### src/rtl/lcd_msg_arbiter_if.sv
// Bus between the LCD message requesters and lcd_msg_arbiter.
// The requester side (master) drives iREQ/iMSG; the arbiter (slave) drives
// the registered message code, one-hot grant, update pulse and busy flag.
// dbg_state mirrors the arbiter FSM (0 = IDLE, 1 = HOLD) for observation.
// Handshake: iREQ[i] is a level; a requester holds it until it sees oGNT[i]
// (or longer to keep the display). oGNT is the only acknowledge.
interface lcd_msg_arbiter_if #(
    parameter int N_REQ = 4,
    parameter int MSG_W = 4
);
    logic [N_REQ-1:0]       iREQ;
    logic [N_REQ*MSG_W-1:0] iMSG;
    logic [MSG_W-1:0]       oMENSAJE;
    logic [N_REQ-1:0]       oGNT;
    logic                   oUPDATE;
    logic                   oBUSY;
    logic                   dbg_state;

    modport master (
        output iREQ, iMSG,
        input  oMENSAJE, oGNT, oUPDATE, oBUSY, dbg_state
    );

    modport slave (
        input  iREQ, iMSG,
        output oMENSAJE, oGNT, oUPDATE, oBUSY, dbg_state
    );
endinterface

### src/rtl/lcd_msg_arbiter.sv
// lcd_msg_arbiter: shares the 2x16 LCD between N_REQ requesters.
// One requester is granted at a time; its code is registered onto oMENSAJE
// and held for at least HOLD_CYCLES cycles so it stays readable. With no
// requester active the display shows IDLE_MSG.
// Optional macro LCD_ARB_RR_EN: round-robin arbitration (search starts after
// the last granted index). Without it, the lowest requesting index wins.
module lcd_msg_arbiter #(
    parameter int              N_REQ       = 4,
    parameter int              MSG_W       = 4,
    parameter int              HOLD_CYCLES = 50000000,
    parameter int              CNT_W       = 26,
    parameter logic [MSG_W-1:0] IDLE_MSG   = '0
) (
    input  logic              iCLK,
    input  logic              iRST,
    lcd_msg_arbiter_if.slave  bus
);

    typedef enum logic {
        S_IDLE = 1'b0,
        S_HOLD = 1'b1
    } state_t;

    localparam int IDX_W = (N_REQ > 1) ? $clog2(N_REQ) : 1;
    localparam logic [CNT_W-1:0] HOLD_RELOAD = CNT_W'(HOLD_CYCLES - 1);

    state_t             state_q, state_d;
    logic [CNT_W-1:0]   timer_q, timer_d;
    logic [MSG_W-1:0]   msg_q, msg_d;
    logic [N_REQ-1:0]   gnt_q, gnt_d;
    logic               upd_q, upd_d;
    logic               busy_q, busy_d;

    logic               any_req;
    logic [IDX_W-1:0]   win_idx;
    logic [N_REQ-1:0]   win_onehot;
    logic [MSG_W-1:0]   win_msg;
    logic               load;

`ifdef LCD_ARB_RR_EN
    logic [IDX_W-1:0]   ptr_q, ptr_d;

    // Round-robin search: first requester strictly after the last winner.
    always_comb begin : rr_search
        int idx;
        idx     = 0;
        any_req = 1'b0;
        win_idx = '0;
        for (int k = 1; k <= N_REQ; k++) begin
            idx = (int'(ptr_q) + k) % N_REQ;
            if (!any_req && bus.iREQ[idx]) begin
                any_req = 1'b1;
                win_idx = IDX_W'(idx);
            end
        end
    end

    // Pointer follows every load of a new grant or code.
    always_comb begin
        ptr_d = load ? win_idx : ptr_q;
    end

    // Pointer register; reset so index 0 is searched first.
    always_ff @(posedge iCLK or posedge iRST) begin
        if (iRST) ptr_q <= IDX_W'(N_REQ - 1);
        else      ptr_q <= ptr_d;
    end
`else
    // Fixed priority: scan from the top so the lowest set index wins last.
    always_comb begin
        any_req = 1'b0;
        win_idx = '0;
        for (int i = N_REQ - 1; i >= 0; i--) begin
            if (bus.iREQ[i]) begin
                any_req = 1'b1;
                win_idx = IDX_W'(i);
            end
        end
    end
`endif

    // Decode the winner into a grant vector and pick its message code.
    always_comb begin
        win_onehot          = '0;
        win_onehot[win_idx] = 1'b1;
        win_msg             = bus.iMSG[int'(win_idx)*MSG_W +: MSG_W];
    end

    // Next-state logic: load on IDLE exit or on a changed winner/code at expiry.
    always_comb begin
        state_d = state_q;
        timer_d = timer_q;
        msg_d   = msg_q;
        gnt_d   = gnt_q;
        upd_d   = 1'b0;
        load    = 1'b0;
        case (state_q)
            S_IDLE: begin
                if (any_req) load = 1'b1;
            end
            S_HOLD: begin
                if (timer_q != '0) begin
                    timer_d = timer_q - CNT_W'(1);
                end else if (!any_req) begin
                    state_d = S_IDLE;
                    gnt_d   = '0;
                    msg_d   = IDLE_MSG;
                    upd_d   = 1'b1;
                end else if (win_onehot != gnt_q || win_msg != msg_q) begin
                    load = 1'b1;
                end
            end
            default: state_d = S_IDLE;
        endcase
        if (load) begin
            state_d = S_HOLD;
            gnt_d   = win_onehot;
            msg_d   = win_msg;
            upd_d   = 1'b1;
            timer_d = HOLD_RELOAD;
        end
        busy_d = (state_d == S_HOLD) && (timer_d != '0);
    end

    // State and output registers; reset forces the idle display immediately.
    always_ff @(posedge iCLK or posedge iRST) begin
        if (iRST) begin
            state_q <= S_IDLE;
            timer_q <= '0;
            msg_q   <= IDLE_MSG;
            gnt_q   <= '0;
            upd_q   <= 1'b0;
            busy_q  <= 1'b0;
        end else begin
            state_q <= state_d;
            timer_q <= timer_d;
            msg_q   <= msg_d;
            gnt_q   <= gnt_d;
            upd_q   <= upd_d;
            busy_q  <= busy_d;
        end
    end

    assign bus.oMENSAJE  = msg_q;
    assign bus.oGNT      = gnt_q;
    assign bus.oUPDATE   = upd_q;
    assign bus.oBUSY     = busy_q;
    assign bus.dbg_state = state_q;

endmodule
### src/flat_wrapper.sv
// flat-port wrapper written by rule: the top's interface ports become plain ports
module lcd_msg_arbiter_flat 
#(
    parameter int              N_REQ       = 4,
    parameter int              MSG_W       = 4,
    parameter int              HOLD_CYCLES = 50000000,
    parameter int              CNT_W       = 26,
    parameter logic [MSG_W-1:0] IDLE_MSG   = '0
)
  (iCLK, iRST, bus_iREQ, bus_iMSG, bus_oMENSAJE, bus_oGNT, bus_oUPDATE, bus_oBUSY, bus_dbg_state);
  lcd_msg_arbiter_if #(.N_REQ(N_REQ), .MSG_W(MSG_W)) bus_i ();
  input  logic iCLK;
  input  logic iRST;
  input wire logic [$bits(bus_i.iREQ)-1:0] bus_iREQ;
  input wire logic [$bits(bus_i.iMSG)-1:0] bus_iMSG;
  output wire logic [$bits(bus_i.oMENSAJE)-1:0] bus_oMENSAJE;
  output wire logic [$bits(bus_i.oGNT)-1:0] bus_oGNT;
  output wire logic [$bits(bus_i.oUPDATE)-1:0] bus_oUPDATE;
  output wire logic [$bits(bus_i.oBUSY)-1:0] bus_oBUSY;
  output wire logic [$bits(bus_i.dbg_state)-1:0] bus_dbg_state;
  assign bus_i.iREQ = bus_iREQ;
  assign bus_i.iMSG = bus_iMSG;
  assign bus_oMENSAJE = bus_i.oMENSAJE;
  assign bus_oGNT = bus_i.oGNT;
  assign bus_oUPDATE = bus_i.oUPDATE;
  assign bus_oBUSY = bus_i.oBUSY;
  assign bus_dbg_state = bus_i.dbg_state;
  lcd_msg_arbiter #(.N_REQ(N_REQ), .MSG_W(MSG_W), .HOLD_CYCLES(HOLD_CYCLES), .CNT_W(CNT_W), .IDLE_MSG(IDLE_MSG)) u_core (.iCLK(iCLK), .iRST(iRST), .bus(bus_i));
endmodule
### config.mk
export PLATFORM = sky130hd
export DESIGN_NAME = lcd_msg_arbiter_flat
export DESIGN_NICKNAME = d
export VERILOG_FILES = /design/src/rtl/lcd_msg_arbiter_if.sv /design/src/rtl/lcd_msg_arbiter.sv /design/src/flat_wrapper.sv
export SDC_FILE = /design/constraint.sdc
export NUM_CORES = 1
export LEC_CHECK = 0
export CELL_PAD_IN_SITES_DETAIL_PLACEMENT = 1
export CELL_PAD_IN_SITES_GLOBAL_PLACEMENT = 1
export CORE_MARGIN = 5
export CORE_UTILIZATION = 45
export DETAILED_ROUTE_END_ITERATION = 8
export GPL_TIMING_DRIVEN = 0
export HOLD_SLACK_MARGIN = 0.06
export PLACE_DENSITY_LB_ADDON = 0.1
export SYNTH_ARGS = -nofsm -noshare
export SYNTH_HDL_FRONTEND = slang
export SYNTH_SLANG_ARGS = --single-unit
### constraint.sdc
create_clock -name iCLK -period 5 [get_ports iCLK]
set_input_delay 1.5 -clock iCLK [delete_from_list [all_inputs] [get_ports iCLK]]
set_output_delay 1.5 -clock iCLK [all_outputs]
set_load 0.02 [all_outputs]
* Word-level counts from Yosys, hierarchy flattened
Cells that the tools add are included.
Widths: inputs -> output; s select.
** Storage, ports and cells
- Flip-flop bits (word level) :: 37
- Input bits :: 22
- Output and inout port bits :: 11
- Logic and storage cells :: 52
** Operators by class
- $add $sub $neg :: 1
- Magnitude comparators :: 2
- Equality and inequality tests :: 4
- Shifts and indexed selects :: 1
- Muxes and demuxes :: 30
- Bitwise gates (word level) :: 1
- Reductions and logical operators :: 7
** Operators with widths (count)
- $mux 26 :: 3
- $reduce_bool 26->1 :: 2
- $sub 26x1->26 const B :: 1
- $mux 4 :: 5
- $mux 1 :: 16
- $shiftx 16x5->4 :: 1
- $mux 2 :: 4
- $ne 4x4->1 :: 2
- $lt 2x3->1 const B :: 1
- $reduce_and 3->1 :: 1
- $demux 1 s2 :: 1
- $ge 2x1->1 const B :: 1
- $logic_and 1x1->1 :: 2
- $ne 2x1->1 const B :: 1
- $ne 2x2->1 const B :: 1
- $pmux 1 s2 :: 1
- $reduce_bool 2->1 :: 1
- $logic_or 1x1->1 :: 1
- $not 1->1 :: 1

* Logic depth before layout (Yosys ltp)
Gate-level depths: netlist (run 1).
- Word-level depth :: 17
- Gate-level depth with buffers :: 10
- Gate-level depth less buffers :: 9

* Worst setup path after synthesis (run 1)
Ideal clock, no wire load.
- Kind :: input to register
- Start point :: input port bus_iREQ[1]
- End point :: register u_core.timer_q[15]
- Library setup time :: 0.134 ns
- Arrival :: 3.544 ns
- Required time :: 4.866 ns
- Setup slack :: 1.322 ns
- Cell stages on the path :: 10
- Buffers on the path :: 3
- Cells stage by stage :: clkbuf_1 clkbuf_1 nand2_1 o311ai_1 mux2_2 a211oi_1 a31oi_4 nand2_4 buf_1 nand2_1
** Between the ends
- Cells in the longest elaborated chain, start to end :: 13
- Elaborated cells on any way between the ends :: 19
- Those cells by class :: order compare: 2; eq/ne: 2; shift: 1; mux: 12; reduce/logical: 2
** Ends and longest elaborated chain
- start: declaration :: RTL line flat_wrapper.sv:14 : input wire logic [$bits(bus_i.iREQ)-1:0] bus_iREQ;
- $mux 2 (2 in series) :: RTL line lcd_msg_arbiter.sv:74 : if (bus.iREQ[i]) begin
- $lt 2x3->1 (not written as such) / $ge 2x1->1 (equally long branches) :: RTL line lcd_msg_arbiter.sv:85 : win_onehot[win_idx] = 1'b1;
- $logic_and 1x1->1 (not written as such) :: RTL line lcd_msg_arbiter.sv:85
- $mux 1 (not written as such) :: RTL line lcd_msg_arbiter.sv:85
- $demux 1 s2
- $ne 4x4->1 :: RTL line lcd_msg_arbiter.sv:109 : end else if (win_onehot != gnt_q || win_msg != msg_q) begin
- $logic_or 1x1->1 :: RTL line lcd_msg_arbiter.sv:109
- $mux 1 :: RTL line lcd_msg_arbiter.sv:109
- $mux 1 :: RTL line lcd_msg_arbiter.sv:104 : end else if (!any_req) begin
- $mux 1 :: RTL line lcd_msg_arbiter.sv:102 : if (timer_q != '0) begin
- $pmux 1 s2 * :: RTL line lcd_msg_arbiter.sv:97 : case (state_q)
- $mux 26 * :: RTL line lcd_msg_arbiter.sv:115 : if (load) begin
- net u_core.timer_d[15] :: RTL line lcd_msg_arbiter.sv:28 : logic [CNT_W-1:0] timer_q, timer_d;
- end signal: assignment :: RTL line lcd_msg_arbiter.sv:136 : timer_q <= timer_d;
- end: declaration :: RTL line lcd_msg_arbiter.sv:28
Mark *: on every way through the listed nets, which the timed path passes. The rest lies on a longest branch.
A chain may end at the register's enable or synchronous reset.

* Worst setup path after layout (run 1)
- Start point :: input port bus_iREQ[0]
- End point :: register u_core.timer_q[6]
** Between the ends
- Cells in the longest elaborated chain, start to end :: 12
- Elaborated cells on any way between the ends :: 17
- Those cells by class :: order compare: 2; eq/ne: 2; shift: 1; mux: 10; reduce/logical: 2
** Ends and longest elaborated chain (RTL line)
- $mux 2 :: lcd_msg_arbiter.sv:74
- $lt 2x3->1 (not written as such) / $ge 2x1->1 (equally long branches) :: lcd_msg_arbiter.sv:85
- $logic_and 1x1->1 (not written as such) :: lcd_msg_arbiter.sv:85
- $mux 1 (not written as such) :: lcd_msg_arbiter.sv:85
- $demux 1 s2
- $ne 4x4->1 :: lcd_msg_arbiter.sv:109
- $logic_or 1x1->1 :: lcd_msg_arbiter.sv:109
- $mux 1 :: lcd_msg_arbiter.sv:109
- $mux 1 :: lcd_msg_arbiter.sv:104
- $mux 1 :: lcd_msg_arbiter.sv:102
- $pmux 1 s2 * :: lcd_msg_arbiter.sv:97
- $mux 26 * :: lcd_msg_arbiter.sv:115
- net u_core.timer_d[6] :: lcd_msg_arbiter.sv:28
Marks and branches as above.

==> results of run 1 <==
==> cell families (layout without fill, tap and decap cells) <==
group,Yosys count,in the layout,share of synthesized area (%)
AOI/OAI and AO/OA,55,55,17.6
xor gates and xnor gates,19,19,6.80
adders and majority gates,1,1,0.511
buffers and inverters,29,67,5.32
DFF,37,37,37.9
muxes,6,6,2.51
and+or+nand+nor,129,129,29.4
==> final cells by class <==
class | count | area share, %
inverters | 13 | 1.67
flip-flops and latches | 37 | 31.6
clock buffers | 6 | 2.82
plain buffers | 16 | 2.78
clock inverters | 2 | 0.470
multi-input cells | 210 | 47.4
repair buffers | 30 | 10.2
well taps | 70 | 2.99
==> Yosys cell counts, types with 2 or more instances <==
library cell and instances:
xnor2_1 16, nand3_1 10, nand3b_1 2, dfrtp_1 37, xor2_1 3, nand4_1 6
a32o_1 2, nor3_1 14, nand2_1 28, o41ai_1 3, nor4b_1 3, or2_2 3
buf_2 2, or3_1 2, a21oi_1 8, or4_1 7, and3_1 2, nor4_1 10
o31a_1 3, clkbuf_1 10, o2bb2ai_1 2, o211ai_1 2, nand2b_1 5, o21ai_0 10
nand4b_1 2, a22oi_1 2, nor2_1 16, mux2i_1 5, nor2b_1 7, inv_1 13
o21bai_1 2, nor3b_1 5, buf_6 2, o31ai_1 4
==> metal layers <==
layer  share of wire (%)  routed length [um]  up-vias
li1                    -                   -     1095
met1                  48                3360     1138
met2                  47                3260       43
met3                 3.8                 262        5
met4                0.78                  54        0
met5                   0                   0        -
==> critical path, cell delays in order <==
cell	delay, ns
clkdlybuf4s50_1	0.54
clkbuf_1	0.36
inv_1	0.15
o311ai_1	0.14
mux2_2	0.38
a211oi_1	0.36
a31oi_4	0.16
nand2_4	0.18
buf_1	0.44
nand2_1	0.13
==> state kept, by name, indices dropped and copies added, names as in the netlist <==
signal and cells:
u_core.bus.oBUSY 1, u_core.timer_q 26, u_core.bus.dbg_state 1, u_core.bus.oMENSAJE 4, u_core.bus.oGNT 4, u_core.bus.oUPDATE 1
==> power breakdown <==
part / internal, W / switching, W
registers: 0.000348 / 0.0000580
clock network: 0.000112 / 0.000114
logic: 0.000135 / 0.000180
==> per-stage QoR <==
step	std cells	cell area [um^2]
floorplan	276	2450
global placement	376	2830
detailed placement	376	2830
CTS	384	2930
global route	384	2930
finish	384	2930
==> worst paths after layout <==
| check | from | slack [ns] | endpoint |
|---|---|---|---|
| max in group asynchronous | iRST | 2.82 | u_core.bus.oGNT[2]$_DFFE_PP0P_ |
| worst min-delay path | u_core.bus.oMENSAJE[3]$_DFFE_PP0P_ | 0.57 | u_core.bus.oMENSAJE[3]$_DFFE_PP0P_ |
| worst max-delay path | bus_iREQ[0] | 0.80 | u_core.timer_q[6]$_DFF_PP0_ |
| worst min register to register | u_core.bus.oMENSAJE[3]$_DFFE_PP0P_ | 0.57 | u_core.bus.oMENSAJE[3]$_DFFE_PP0P_ |
| min in group asynchronous | iRST | 1.67 | u_core.timer_q[8]$_DFF_PP0_ |
| worst max register to register | u_core.timer_q[12]$_DFF_PP0_ | 1.72 | u_core.bus.oBUSY$_DFF_PP0_ |
==> results.toml, run 1 <==
[logic_synthesis]
syn-num-nets = 299
async_flop_share_pct = 100
synthDominantCellAreaShare_pct = 37.9
syn_inst = 276
yosys_warnings = 0
yosysSeqAreaShare_pct = 37.9
synth_top_area_cell = "dfrtp_1"
synth_area_leaders = "dfrtp_1 38%, xnor2_1 5.7%, nand2_1 4.3%, nor3_1 2.9%, nor4_1 2.6%"
ys.flop_type = "dfrtp_1"
synth_edf_count = 0
ys_seq_elements = 37
syn-cell-area_mm2 = 0.00245
synth.distinct_cells = 62
avgSynthCellArea_um2 = 8.86

[power]
power_w = 0.000948
power_density_mw_per_mm2 = 323
power.leakage_nw = 1.09
ir_drop_mv = 0.154

[sta]
hold_slack_ns = 0.566
setup_viol = 0
worst_slew_pin_slew_ns = 0.951
rsz0062_at_grt = "no"
relSlewSlack_pct = 36.0
fmax_ghz = 0.238
finalHoldViolCount = 0
maxSlewViolCount = 0
final.min_clock_period_ns = 4.20
worst_slack_ns = 0.803
skew_ns = 0.0157
fin_crit_sh_pct = 83.9
finalSetupTns_ns = 0

[detailed_routing]
vias_per_cell = 5.94
antenna_left = 0
finalWirelength_mm = 6.93
drt_iter0_markers = 187
firstDrtPassIters = 4
num_vias = 2281
remaining_drc_errors = 0
routedWlPerCell_um = 18.0

[clocking]
post_cts_buffers = 0
clk_latency_ns = 0.30
cts_resized = 0
htree_levels = 2
cts_hold_buf = 0
ctsLongestPathBuffers = 2
clkTransAtPathRegs_ns = 0.07
cts-root-buf = "clkbuf_8"
cts_made_buffers = 5
clock_sinks = 37
cts_tree = "done"

[final_layout]
final_core_utilization_pct = 56.3
drive_above_1_share_pct = 7.64
multi_input_area_mm2 = 0.00139
layout_common_cells = "37 x dfrtp_1, 30 x clkdlybuf4s50_1, 28 x nand2_1, 16 x nor2_1, 16 x xnor2_1"
fin_nets = 336
area_growth_pct = 19.8
n_antenna_cell = 0
n_fill_cell = 622
regArea_um2 = 926
final_common_cell = "dfrtp_1"

[grt]
grt_pass1_vias = 2294
grt_util_met2_pct = 32.2
use_met3_pct = 3.26
grt_usage_pct = 20.4
gr-total-overflow = 0
grt_max_degree = 38
grt.busiest_layer = "met2"
use_met1_pct = 29.6
grt_antenna_before_repair = 0
grt_pass1_wl_mm = 11.7

[worst_setup_path]
cp_max_fo = 10
crit_arrival_ns = 4.34
worstSetupEndpointType = "flop"
crit_path_start_kind = "primary input"
cp.required_ns = 5.15
crit_type = "in -> reg"
r2r_cells = 7

[placement]
dp_slack_ns = 0.463
port_buffers = 30
hpwlAfterDp_mm = 5.28
gp_congestion = 0.829

[worst_hold_path]
whs_path_depth = 2
hold_path_class = "reg -> reg"

[die]
core_area_mm2 = 0.00520
pin_count = 33
dieArea_mm2 = 0.00701
die_w_um = 83.7
initial_core_util_pct = 47.0
std_cell_rows = 26
die_h_um = 83.7

[job]
cap_violations = 0

[run_status]
status = "completed"
(Power assumes the default switching activity.)
==> run 2: changes to the inputs <==
--- a/config.mk
+++ b/config.mk
@@ -8,7 +8,7 @@
 export CELL_PAD_IN_SITES_DETAIL_PLACEMENT = 1
 export CELL_PAD_IN_SITES_GLOBAL_PLACEMENT = 1
 export CORE_MARGIN = 5
-export CORE_UTILIZATION = 45
+export CORE_UTILIZATION = 38
 export DETAILED_ROUTE_END_ITERATION = 8
 export GPL_TIMING_DRIVEN = 0
 export HOLD_SLACK_MARGIN = 0.06
==> constraint.sdc (replaced) <==
create_clock -name iCLK -period 3.85 [get_ports iCLK]
set_input_delay 1.155 -clock iCLK [delete_from_list [all_inputs] [get_ports iCLK]]
set_output_delay 1.155 -clock iCLK [all_outputs]
set_load 0.02 [all_outputs]
==> results.toml, run 2 (same netlist as run 1, synthesis figures left out) <==
[sta]
fin_crit_sh_pct = 91.5
setup_viol = 0
maxSlewViolCount = 0
skew_ns = 0.00406
final.min_clock_period_ns = 3.52
fmax_ghz = 0.284
relSlewSlack_pct = 39.0
finalSetupTns_ns = 0
worst_slew_pin_slew_ns = 0.906
finalHoldViolCount = 0
rsz0062_at_grt = "no"

[grt]
grt_usage_pct = 17.5
gr-total-overflow = 0
grt_antenna_before_repair = 0
grt_pass1_vias = 2375
grt_pass1_wl_mm = 11.8
grt_max_degree = 38

[final_layout]
n_antenna_cell = 0
multi_input_area_mm2 = 0.00140
fin_nets = 335
largest_register_ffs = 26
n_fill_cell = 777
final_common_cell = "dfrtp_1"
drive_above_1_share_pct = 8.31
stdcell_count = 390
regArea_um2 = 926
area_growth_pct = 21.1
regMostFlops = "u_core.timer_q"
layout_common_cells = "37 x dfrtp_1, 30 x clkdlybuf4s50_1, 28 x nand2_1, 16 x nor2_1, 16 x xnor2_1"

[power]
power.leakage_nw = 1.11
switching_share_pct = 34.8
p_seq_share_pct = 40.8
power.internal_w = 0.000841
clockPowerShare_pct = 27.7
switchingPower_w = 0.000449
power_density_mw_per_mm2 = 435
pwr-share-comb_pct = 31.6
ir_drop_mv = 0.280

[worst_setup_path]
worstSetupEndpointType = "flop"
r2r-start = "u_core.timer_q[12]$_DFF_PP0_"
cp.required_ns = 4.00
crit_arrival_ns = 3.67
crit_path_start_kind = "primary input"
cp_max_fo = 19
crit_type = "in -> reg"
cp-startpoint = "bus_iREQ[0]"

[detailed_routing]
vias_per_cell = 5.78
remaining_drc_errors = 0
antenna_left = 0
drt_iter0_markers = 60
finalWirelength_mm = 6.97
routedWlPerCell_um = 17.9
num_vias = 2254
firstDrtPassIters = 4

[clocking]
cts_made_buffers = 5
cts-root-buf = "clkbuf_8"
cts_hold_buf = 0
clkTransAtPathRegs_ns = 0.08
cts_tree = "done"
clock_sinks = 37
htree_levels = 2
ctsLongestPathBuffers = 2
clk_latency_ns = 0.29

[placement]
port_buffers = 30
hpwlAfterDp_mm = 5.22
gp_congestion = 0.806
dp.cells = 383

[die]
pin_count = 33
std_cell_rows = 29
core_area_mm2 = 0.00631
die_w_um = 90.2
die_h_um = 90.2
dieArea_mm2 = 0.00814
initial_core_util_pct = 38.7

[run_status]
status = "completed"

[worst_hold_path]
hold_path_class = "reg -> reg"
min_from = "u_core.bus.oMENSAJE[3]$_DFFE_PP0P_"

[job]
cap_violations = 0
run 2: cell count changes in the layout (fill, tap and decap cells not counted):
cell       previous run  this run
a211oi_1              1         0
clkinv_4              1         0
a211oi_2              0         1
clkbuf_2              0         2
clkinv_2              1         0
clkbuf_1             10         9
bufinv_16             0         1
buf_1                 1         0
run 2: stage by stage:
stage	setup WS (ns)	power, W	hold slack [ns]	utilization, %	instance area (um^2)
global route	0.0937	0.00138	0.583	46.9	2960
finish	0.327	0.00129	0.553	46.9	2960
CTS	0.0422	0.00130	0.560	46.8	2960
global placement	-0.411	0.000926	0.532	45.0	2840
detailed placement	-0.439	0.000938	0.537	45.0	2840
floorplan	0.517	0.000814	0.505	-	2450
run 2: final timing paths:
kind	depth (start not counted)	slack, ns	end
setup / recovery	9	0.33	u_core.bus.oBUSY$_DFF_PP0_
max in group asynchronous	2	2.02	u_core.timer_q[24]$_DFF_PP0_
hold / removal	2	0.55	u_core.bus.oMENSAJE[3]$_DFFE_PP0P_
min in group asynchronous	2	1.32	u_core.bus.oUPDATE$_DFF_PP0_
setup reg to reg	8	0.66	u_core.bus.oBUSY$_DFF_PP0_
hold reg to reg	2	0.55	u_core.bus.oMENSAJE[3]$_DFFE_PP0P_
run 2: cell type report:
type | instances | share of cell area, %
sequential | 37 | 31.3
clock inverter | 1 | 1.01
buffer | 15 | 2.70
inverter | 13 | 1.65
tap | 77 | 3.25
multi-input combinational | 210 | 47.1
timing repair buffer | 30 | 10.1
clock buffer | 7 | 2.91
run 2: what timing repair did:
item                                   in CTS  in global routing
endpoints found under the hold margin       0                  0
resized for setup                           0                  5
setup buffers                               0                  0
setup endpoints to repair                  10                 10
run 2: per-layer routing:
layer  track usage [%]  part of all wire (%)  vias to the layer above
li1                  -                     -                     1095
met1              22.8                    46                     1108
met2              29.8                    49                       45
met3              3.01                   3.8                        6
met4              4.96                   1.1                        0
met5                 0                     0                        -
run 2: power by group through the flow:
stage	registers, W	clock network (W)	logic, W
global route	0.000536	0.000384	0.000457
finish	0.000526	0.000357	0.000407
floorplan	0.000521	0	0.000294
CTS	0.000525	0.000366	0.000411
detailed placement	0.000533	0	0.000406
global placement	0.000530	0	0.000396
run 2: critical path: stages:
cell and delay, ns:
clkdlybuf4s50_1 0.47, clkbuf_2 0.21, o41ai_1 0.61, nand3_1 0.16, a211oi_2 0.30, a31oi_4 0.16
nand2_4 0.27, buf_6 0.21, a41oi_1 0.12
